File: src/rtl/lifi_pam_pkg.sv
// Shared LiFi PAM-4 definitions: frame geometry, lane levels, fill FSM states
// and the receiver-side slicer that undoes the transmit level mapping.
package lifi_pam_pkg;

  localparam int PAM_M    = 8;
  localparam int PAM_N    = 16;
  localparam int PAM_LOGN = 4;
  localparam int PAM_LW   = PAM_M + PAM_LOGN;
  localparam int PAM_PSUM = 2 ** (PAM_LOGN - 1);

  localparam int PAM_LVL0 = -8;
  localparam int PAM_LVL1 = 8;
  localparam int PAM_LVL2 = 24;
  localparam int PAM_LVL3 = 40;

  typedef enum logic {
    FILL = 1'b0,
    HOLD = 1'b1
  } fill_state_t;

  // Biasing by PSUM centres each level inside a 16-wide band split at 8/24/40.
  function automatic logic [1:0] pam4_demap(input logic signed [PAM_LW-1:0] lvl);
    int biased;
    biased = int'(lvl) + PAM_PSUM;
    if (biased < 8)       return 2'd0;
    else if (biased < 24) return 2'd1;
    else if (biased < 40) return 2'd2;
    else                  return 2'd3;
  endfunction

endpackage

File: src/rtl/pam4_level_map.sv
// Combinational PAM-4 symbol to signed lane level (16*s - 8).
module pam4_level_map
  import lifi_pam_pkg::*;
#(
  parameter int M    = PAM_M,
  parameter int logN = PAM_LOGN
) (
  input  logic        [M/4-1:0]    sym,
  output logic signed [M+logN-1:0] level
);

  always_comb begin
    case (sym)
      (M/4)'(0): level = (M+logN)'(PAM_LVL0);
      (M/4)'(1): level = (M+logN)'(PAM_LVL1);
      (M/4)'(2): level = (M+logN)'(PAM_LVL2);
      default:   level = (M+logN)'(PAM_LVL3);
    endcase
  end

endmodule

File: src/rtl/bias_map.sv
// Collects N-1 PAM-4 symbols into a frame of signed lanes (first symbol in the top lane,
// lane 0 always zero) and holds the frame until the downstream handshake.
module bias_map
  import lifi_pam_pkg::*;
#(
  parameter int M    = PAM_M,
  parameter int N    = PAM_N,
  parameter int logN = PAM_LOGN
) (
  input  logic                      clk,
  input  logic                      rst_n,
  input  logic                      sym_valid,
  input  logic [M/4-1:0]            sym_in,
  output logic                      sym_ready,
  input  logic                      flush,
  output logic                      out_valid,
  input  logic                      out_ready,
  output logic [N*(M+logN)-1:0]     u,
  output logic [7:0]                frame_cnt
);

  localparam int LW = M + logN;

  fill_state_t        state, state_nxt;
  logic [logN-1:0]    fill_cnt;
  logic               rdy_armed;
  logic               accept;
  logic               last_sym;
  logic               release_frame;
  logic signed [LW-1:0] level;
  logic [LW-1:0]      lane_q [1:N-1];

  pam4_level_map #(.M(M), .logN(logN)) u_level_map (
    .sym   (sym_in),
    .level (level)
  );

  // Keeps sym_ready low during reset and rises on the first edge after release.
  always_ff @(posedge clk or negedge rst_n) begin
    if (!rst_n) rdy_armed <= 1'b0;
    else        rdy_armed <= 1'b1;
  end

  assign sym_ready     = rdy_armed && (state == FILL);
  assign out_valid     = (state == HOLD);
  assign accept        = sym_valid && sym_ready && !flush;
  assign last_sym      = (fill_cnt == logN'(N - 2));
  assign release_frame = out_valid && out_ready;

  always_ff @(posedge clk or negedge rst_n) begin
    if (!rst_n) state <= FILL;
    else        state <= state_nxt;
  end

  always_comb begin
    state_nxt = state;
    case (state)
      FILL:    if (accept && last_sym) state_nxt = HOLD;
      HOLD:    if (out_ready)          state_nxt = FILL;
      default: state_nxt = FILL;
    endcase
  end

  always_ff @(posedge clk or negedge rst_n) begin
    if (!rst_n) begin
      fill_cnt <= '0;
    end else if (release_frame || (state == FILL && flush)) begin
      fill_cnt <= '0;
    end else if (accept) begin
      fill_cnt <= fill_cnt + logN'(1);
    end
  end

  always_ff @(posedge clk or negedge rst_n) begin
    if (!rst_n) begin
      for (int k = 1; k < N; k++) lane_q[k] <= '0;
    end else if (accept) begin
      for (int k = 1; k < N; k++) begin
        if (fill_cnt == logN'(N - 1 - k)) lane_q[k] <= level;
      end
    end
  end

  always_ff @(posedge clk or negedge rst_n) begin
    if (!rst_n)             frame_cnt <= 8'd0;
    else if (release_frame) frame_cnt <= frame_cnt + 8'd1;
  end

  always_comb begin
    u = '0;
    for (int k = 1; k < N; k++) u[k*LW +: LW] = lane_q[k];
  end

endmodule
File: config.mk
export PLATFORM = sky130hd
export DESIGN_NAME = bias_map
export DESIGN_NICKNAME = d
export VERILOG_FILES = /design/src/rtl/lifi_pam_pkg.sv /design/src/rtl/pam4_level_map.sv /design/src/rtl/bias_map.sv
export SDC_FILE = /design/constraint.sdc
export NUM_CORES = 1
export LEC_CHECK = 0
export CORE_ASPECT_RATIO = 0.5
export CORE_MARGIN = 2
export CORE_UTILIZATION = 34
export DETAILED_ROUTE_END_ITERATION = 8
export DONT_BUFFER_PORTS = 1
export GPL_TIMING_DRIVEN = 1
export PLACE_DENSITY_LB_ADDON = 0.25
export SYNTH_ARGS = -nofsm -noshare
export SYNTH_HDL_FRONTEND = slang
export SYNTH_HIERARCHICAL = 1
export SYNTH_SLANG_ARGS = --single-unit
File: constraint.sdc
create_clock -name clk -period 2.5 [get_ports clk]
set_clock_uncertainty 0.05 [all_clocks]
set_input_delay 0.625 -clock clk [delete_from_list [all_inputs] [get_ports clk]]
set_output_delay 0.625 -clock clk [all_outputs]
set_load 0.005 [all_outputs]
=== Word-level counts from Yosys, hierarchy flattened ===
Cells that the tools add are included.

* Add/sub/neg operators: 2
* Equality and inequality tests: 16
* Muxes and demuxes: 6
* Bitwise gates (word level): 1
* Reduce and logical (&&, ||, !) cells: 26

{| class="wikitable"
|+ Operators by type and width
! kind !! count
|-
| case mux 12 bit (3 select lines) || 1
|-
| AND reduction 2 bit || 15
|-
| equality test 4 bit (second input constant) || 7
|-
| equality test 4 x 3 -> 1 bit (second input constant) || 4
|-
| adder 8 x 1 -> 8 bit (second input constant) || 1
|-
| equality test 4 x 2 -> 1 bit (second input constant) || 2
|-
| two-way mux 4 bit || 2
|-
| logical AND 1 bit || 6
|-
| adder 4 x 1 -> 4 bit (second input constant) || 1
|-
| equality test 4 x 1 -> 1 bit (second input constant) || 1
|-
| zero test 4 bit || 1
|-
| equality test 2 x 1 -> 1 bit (second input constant) || 1
|-
| equality test 2 bit (second input constant) || 1
|-
| zero test 2 bit || 1
|-
| two-way mux 1 bit || 2
|-
| case mux 1 bit (2 select lines) || 1
|-
| nonzero test 2 bit || 1
|-
| zero test 1 bit || 1
|-
| logical OR 1 bit || 1
|-
| NOT 1 bit || 1
|}

* Register bits after elaboration: 194
* Bits of input ports: 7
* Logic and storage cells: 70

=== Depth between registers and ports, before layout ===
* Depth after elaboration: 7
* Depth in mapped cells: 6

=== By module ===
Netlist, hierarchy kept.

{| class="wikitable"
|+ Modules (own cells, without submodules)
! module !! times used !! cells an instance !! area each (um^2)
|-
| bias_map || 1 || 484 || 7,986.4
|-
| pam4_level_map || 1 || 17 || 117.6
|}

=== Least setup slack after synthesis ===
OpenSTA, ideal clock, no wires.

* Kind: input to register
* From: input flush
* To: register lane_q (netlist bit u[73])
* Arrival time: 1.733 ns
* Data required time: 2.325 ns
* Path slack: 0.592 ns
* Cell stages on the path: 5
* Path buffers: 2
* Cell sequence: and4bb_4 -> buf_8 -> and3_4 -> buf_8 -> mux2_4

* Longest elaborated chain between the ends: 3

{| class="wikitable"
|+ Ends and longest elaborated chain
! item !! RTL line !! source
|-
| start, declared || bias_map.sv:15 || <nowiki>input logic flush,</nowiki>
|-
| zero test 1 bit || bias_map.sv:46 || <nowiki>assign accept = sym_valid && sym_ready && !flush;</nowiki>
|-
| logical AND 1 bit || bias_map.sv:46 ||
|-
| AND reduction 2 bit (no line) || - ||
|-
| end signal, assigned by index || bias_map.sv:79 || <nowiki>if (fill_cnt == logN'(N - 1 - k)) lane_q[k] <= level;</nowiki>
|-
| end, declared || bias_map.sv:31 || <nowiki>logic [LW-1:0] lane_q [1:N-1];</nowiki>
|}

No other way between the ends.
A chain may end at the register's enable or synchronous reset.

=== Worst setup path in the final report ===
* From: register state (netlist: out_valid)
* To: register lane_q (netlist bit u[104])

* Longest elaborated chain between the ends: 5

{| class="wikitable"
|+ Ends and longest elaborated chain
! item !! RTL line !! source
|-
| start, declared || bias_map.sv:24 || <nowiki>fill_state_t state, state_nxt;</nowiki>
|-
| start signal, assigned || bias_map.sv:52 || <nowiki>else state <= state_nxt;</nowiki>
|-
| NOT 1 bit || - ||
|-
| logical AND 1 bit || bias_map.sv:44 || <nowiki>assign sym_ready = rdy_armed && (state == FILL);</nowiki>
|-
| logical AND 1 bit (2 in series) || bias_map.sv:46 ||
|-
| AND reduction 2 bit (no line) || - ||
|}

No other way between the ends.

==> run_results.csv <==
group,metric,value,unit
final_layout,nNetsFinal,505,
status,violations,"negative hold slack",
sta,hold_violations,194,
global_routing,met3_usage,4.233,%
final_layout,final_common_cell,"dfrtp_1",
global_routing,use_met1,18.94,%
floorplan,num_rows,39,
worst_setup_path,critPathMaxFanout,12,
pwr,power.share.sequential,53.1,%
floorplan,core_area,23080,sq um
global_routing,grt-ovfl-total,0,
synthesis,yosysSeqAreaShare,59.90,%
clock_network,cts_buffer_depth,2,
sta,slew_headroom,54.08,%
pwr,switching_share,24.06,%
synthesis,yosysTopAreaCellShare,59.90,%
synthesis,synth_largest_area_cell,"dfrtp_1",
sta,fin_crit_sh,84.01,%
route,wirelength,18050,microns
worst_setup_path,crit_path_cell_trace,"nand4bb_1, nor4b_4, buf_4, mux2_1",
clock_network,root_buffer,"clkbuf_16",
worst_setup_path,critPathSlowestCell,"dfrtp_1",
global_routing,track_usage,15.06,%
sta,timing.hold.ws,-0.1824,ns
route,drc_errors,0,
route,drt_iter0_markers,318,
synthesis,syn_area,8104,sq um
clock_network,cts_tree,"done",
worst_setup_path,cp.required,2.78,ns
worst_setup_path,setup.worst_path.start_class,"register",
route,dr.pass1.iters,4,
global_routing,grt_pass1_vias,4105,
worst_setup_path,endpoint_kind,"register",
clock_network,cts_resized,0,
floorplan,dieWidth,222.3,microns
global_routing,use_met2,24.45,%
place,dp.cells,779,
pwr,ir_drop,0.3474,mV
synthesis,ys_ff_latch,194,
pwr,p_switching,0.001530,W
route,viasPerCell,4.739,
pwr,p_int,0.004829,W
sta,tns,0,ns
final_layout,areaGrowthSynthToFinish,8.939,%
worst_setup_path,criticalPathCategory,"reg2reg",
route,antenna_left,0,
worst_setup_path,worstPathArrival,2.38,ns
sta,tightestPinTransition,0.6888,ns
place,port_buffers,0,
hold_path,hp-class,"in2async",
floorplan,design.die.area,25160,sq um
sta,slew_viol_final,0,
pwr,p_leak,4.527,nW
synthesis,ys_types,36,
global_routing,grt_pass1_wl,27900,microns
final_layout,layout_common_cells,"dfrtp_1, mux2_2, mux2_4, mux2_1",
pwr,combPwrFrac,4.5,%
final_layout,antenna_cells,0,
sta,finalSetupViolations,0,
clock_network,cts_inserted_buffers,17,
sta,fmax,0.4762,GHz
place,hpwl,11680,microns
final_layout,final_cell_count_no_fill,811,
synthesis,synth_cells,501,
final_layout,drive_gt1_share,38.89,%
pwr,clkPwrFrac,42.5,%
sta,post-route-min-period,2.100,ns
floorplan,start_util,35.11,%
floorplan,ioPinCount,209,
synthesis,synth_area_per_cell,16.18,sq um
global_routing,top_usage_layer,"met2",
global_routing,grt_start_max_net_pins,195,
clock_network,path_clk_slew,0.08,ns
clock_network,clock-sinks,194,
clock_network,clkLatencyLatePin,0.45,ns
place,gp_congestion,0.7151,
pwr,p_per_area,720.3,nW/um^2
clock_network,h-tree-depth,4,
route,vias,3843,
synthesis,synthTopCellsByArea,"dfrtp_1, mux2_4, mux2_2",
status,status,"complete, but fails checks",
global_routing,antenna_found_initial,0,
worst_setup_path,worst_path_largest_cell_delay,0.50,ns
synthesis,yosys_warnings,6,
sta,grt_setup_unrepaired,"false",
floorplan,dieHeight,113.2,microns
job,drv_cap,0,
clock_network,cts_setup_buffers,0,
route,routedWlPerCell,22.25,microns
[cells by family after synthesis]
family | count (synthesis) | share of synthesized area (%)
AOI/OAI and AO/OA | 6 | 0.4324
xor gates and xnor gates | 7 | 0.7565
adders and majority gates | 7 | 1.081
buffers and inverters | 61 | 5.064
DFF | 194 | 59.90
muxes | 183 | 28.67
other | 4 | 0.1852
and+or+nand+nor | 39 | 3.906
[cells in the mapped netlist]
library cell    n
dfrtp_1       194
mux2_2         73
mux2_4         70
mux2_1         40
buf_4          29
clkbuf_1       14
inv_1           9
ha_1            7
nand3_1         7
buf_6           5
nor2_1          5
conb_1          4
nand3_4         4
xor2_1          4
and4b_1         3
buf_8           3
nand2_1         3
xnor2_1         3
a21oi_1         2
and3_1          2
and3_4          2
nor3_1          2
o21ai_0         2
or3_1           2
a22o_1          1
and2b_1         1
and4bb_4        1
buf_2           1
nand3_2         1
nand4bb_1       1
nor2_2          1
nor2b_1         1
nor4_1          1
nor4b_4         1
o22ai_1         1
or2_1           1
[stage by stage]
stage	worst slack [ns]	cell area [sq um]	total power [W]	hold slack [ns]	util, %
2_1_floorplan	0.5919	8153	0.003660	0.2794	-
3_3_place_gp	0.4259	8250	0.003702	0.2829	35.75
3_5_place_dp	0.3733	8250	0.003712	0.2820	35.75
4_1_cts	0.4163	8828	0.006464	-0.2208	38.25
5_1_grt	0.2977	8828	0.006631	-0.2113	38.25
6_report	0.3998	8828	0.006359	-0.1824	38.25
[worst paths after layout]
kind                            from      endpoint  slack, ns  cells past startpoint
max                        out_valid        u[104]       0.40                      4
min                            rst_n  frame_cnt[6]      -0.18                      0
max reg2reg                out_valid        u[104]       0.40                      4
min reg2reg                   u[103]        u[103]       0.47                      1
max in group asynchronous      rst_n         u[16]       2.31                      0
min in group clk           out_ready     out_valid       0.22                      1
[routing by layer]
layer,wire length (microns),share of wire (%)
met1,8031,45
met4,403,2.2
met5,0,0
met3,675,3.7
met2,8935,50
[flip-flops by register name, summed over array words and instances (netlist names)]
signal / flops
fill_cnt: 4
frame_cnt: 8
out_valid: 1
rdy_armed: 1
u: 180
[critical path, delay by kind of cell, from the launching register on]
family | cells | cell delay, ns
multiplexers | 1 | 0.34
buffers and inverters | 1 | 0.26
flip-flops | 1 | 0.50
AND/OR/NAND/NOR | 2 | 0.82
[power by group through the flow]
stage | Sequential, W | Combinational (W) | Clock, W
finish | 0.00338 | 0.000283 | 0.00270
global route | 0.00339 | 0.000309 | 0.00293
CTS | 0.00338 | 0.000275 | 0.00281
detailed placement | 0.00344 | 0.000275 | 0
global placement | 0.00343 | 0.000267 | 0
floorplan | 0.00340 | 0.000264 | 0
[cell type report]
| cell class | count | area, sq um |
|---|---|---|
| Clock buffer | 17 | 425.4 |
| Tap cell | 307 | 384.1 |
| Clock inverter | 15 | 152.6 |
| Multi-Input combinational cell | 259 | 2890 |
| Inverter | 9 | 33.78 |
| Sequential cell | 194 | 4855 |
| Timing Repair Buffer | 10 | 87.58 |
| Fill cell | 2141 | 14250 |
Power figures use the tool's default switching activity.
==> patch: new RTL, same settings <==
Remove the case item `(M/4)'(0)` of the case on `sym`.
--- a/src/rtl/pam4_level_map.sv
+++ b/src/rtl/pam4_level_map.sv
@@ -12,5 +12,4 @@
   always_comb begin
     case (sym)
-      (M/4)'(0): level = (M+logN)'(PAM_LVL0);
       (M/4)'(1): level = (M+logN)'(PAM_LVL1);
       (M/4)'(2): level = (M+logN)'(PAM_LVL2);
Check against the original RTL: not equivalent (a bounded check fails within 4 cycles, from zero or initial values and one cycle with rst_n low).
==> patch against the unedited design <==
- the flow still finishes with violations (hold timing)
- wire length up 4.3%
- power rose by 4.3%
- largest power group unchanged
- count of clock-buffer cells in the layout is 6 higher
- cell count up 0.25%
- cell area rose by 0.34%
- sequential cell count unchanged
- maximum frequency up 0.63%
- area after synthesis decreased by 0.23%
- setup slack better by 0.013 ns
==> patch: results (changes against the unedited design) <==
metal3 WL 596 um (-12%); Net Switching 1.44 mW (-6.0%); WL met1 8490 um (+5.7%); XOR/XNOR share of the synthesized area 0.758% (+0.0018 points); placed inst area 0.00824 mm2 (-0.14%); Synth cell types 35 (-2.8%); final hold vios 194 (unchanged); CP peak stage delay 0.45 ns (-0.05 ns); Layout fillers 2152 (+0.51%); H-tree levels 4 (unchanged); DR vias/cell 4.73 (-0.27%); GR Util All Layers 15.5% (+0.47 points); global route total overflow 0 (unchanged); Slew @ Worst Pin 0.720 ns (+0.0315 ns); first-pass GRT wire length 28400 um (+1.9%); Post-Synth Adder-Cell Area 0.929% (-0.15 points); hold_ws -0.180 ns (+0.00199 ns); status finished with violations; total routed wirelength 18800 um (+4.3%); total setup buffers inserted after CTS 0 (unchanged); nets 507 (+0.40%); number of DRC markers in iteration 0 236 (-26%); RePlAce Congestion 0.722 (+0.92%); mux cell area share after synthesis 28.7% (+0.067 points); ranking of synthesized cells by area dfrtp_1 60%, mux2_4 13%, mux2_2 10%; post-route antenna net violation count 0 (unchanged); sequential share of the synthesized area 60.0% (+0.14 points); violated checks hold timing; met2 routed WL 9410 um (+5.3%); Compound-Gate Fraction of Synth Area 0.433% (+0.0010 points); top cells by count, synth 194 x dfrtp_1, 73 x mux2_2, 70 x mux2_4; largest net degree at the start of global routing 195 (unchanged); crit path max-delay cell type nand4bb_1; Peak VDD IR 0.000347 V (-0.18%); vias in the first global route 4079 (-0.63%); leakage power 4.53 nW (+0.14%); dpl hpwl 12500 um (+7.4%); clock slew at reported path FFs 0.07 ns; share of cells above drive strength 1 37.7% (-1.1 points)
[patch: changes by cell type after synthesis]
| cell | change |
|---|---|
| or2_1 | -1 |
| inv_1 | -2 |
| buf_4 | +1 |
| ha_1 | -1 |
[patch: cell families (layout without fill, tap and decap cells)]
| group | after synthesis | in the layout |
|---|---|---|
| mux | 183 | 183 |
| other cells | 4 | 23 |
| compound gates | 6 | 6 |
| flops | 194 | 194 |
| simple gates | 38 | 38 |
| buf+inv | 60 | 49 |
| fa+ha+maj | 6 | 6 |
| xor+xnor | 7 | 7 |
[patch: per-layer routing]
layer / up-vias / track usage [%]
met5: - / 0
met1: 2088 / 19.7
met2: 69 / 25.7
met4: 0 / 6.53
li1: 1665 / -
met3: 20 / 3.71
[patch: path summary, 6_finish.rpt]
| check | endpoint | cells after the start | slack [ns] | from |
|---|---|---|---|---|
| min in group clk | out_valid | 1 | 0.24 | out_ready |
| worst min register to register | u[130] | 1 | 0.47 | u[130] |
| max in group asynchronous | u[68] | 0 | 2.37 | rst_n |
| worst max-delay path | u[25] | 5 | 0.41 | out_valid |
| worst min-delay path | frame_cnt[5] | 0 | -0.18 | rst_n |
| worst max register to register | u[25] | 5 | 0.41 | out_valid |
[patch: worst max-delay path: cells and delay by family, from the launching register on]
family	cells	cell delay, ns
flip-flops	1	0.40
multiplexers	1	0.38
buffers and inverters	2	0.47
AND/OR/NAND/NOR	2	0.67
[patch: final cells by class]
| cell class | instances | area [um2] | area share, % |
|---|---|---|---|
| Sequential cell | 194 | 4850 | 54.8 |
| Multi-Input combinational cell | 263 | 2890 | 32.6 |
| Clock buffer | 23 | 468 | 5.28 |
| Tap cell | 307 | 384 | 4.34 |
| Clock inverter | 8 | 151 | 1.71 |
| Timing Repair Buffer | 11 | 82.6 | 0.932 |
| Inverter | 7 | 26.3 | 0.297 |
[patch: power by group through the flow]
stage | Clock, mW | Combinational [mW] | Sequential, mW
after floorplan | 0 | 0.287 | 3.43
after global placement | 0 | 0.274 | 3.47
after detailed placement | 0 | 0.283 | 3.47
after CTS | 3.00 | 0.283 | 3.41
after global routing | 3.10 | 0.334 | 3.42
final | 2.91 | 0.308 | 3.41
[patch: metrics by stage]
stage	setup slack [ns]	utilization, %	instances
after floorplan	0.592	-	517
after CTS	0.402	38.4	813
final	0.413	38.4	813
after global routing	0.278	38.4	813
after global placement	0.285	35.7	782
after detailed placement	0.264	35.7	782
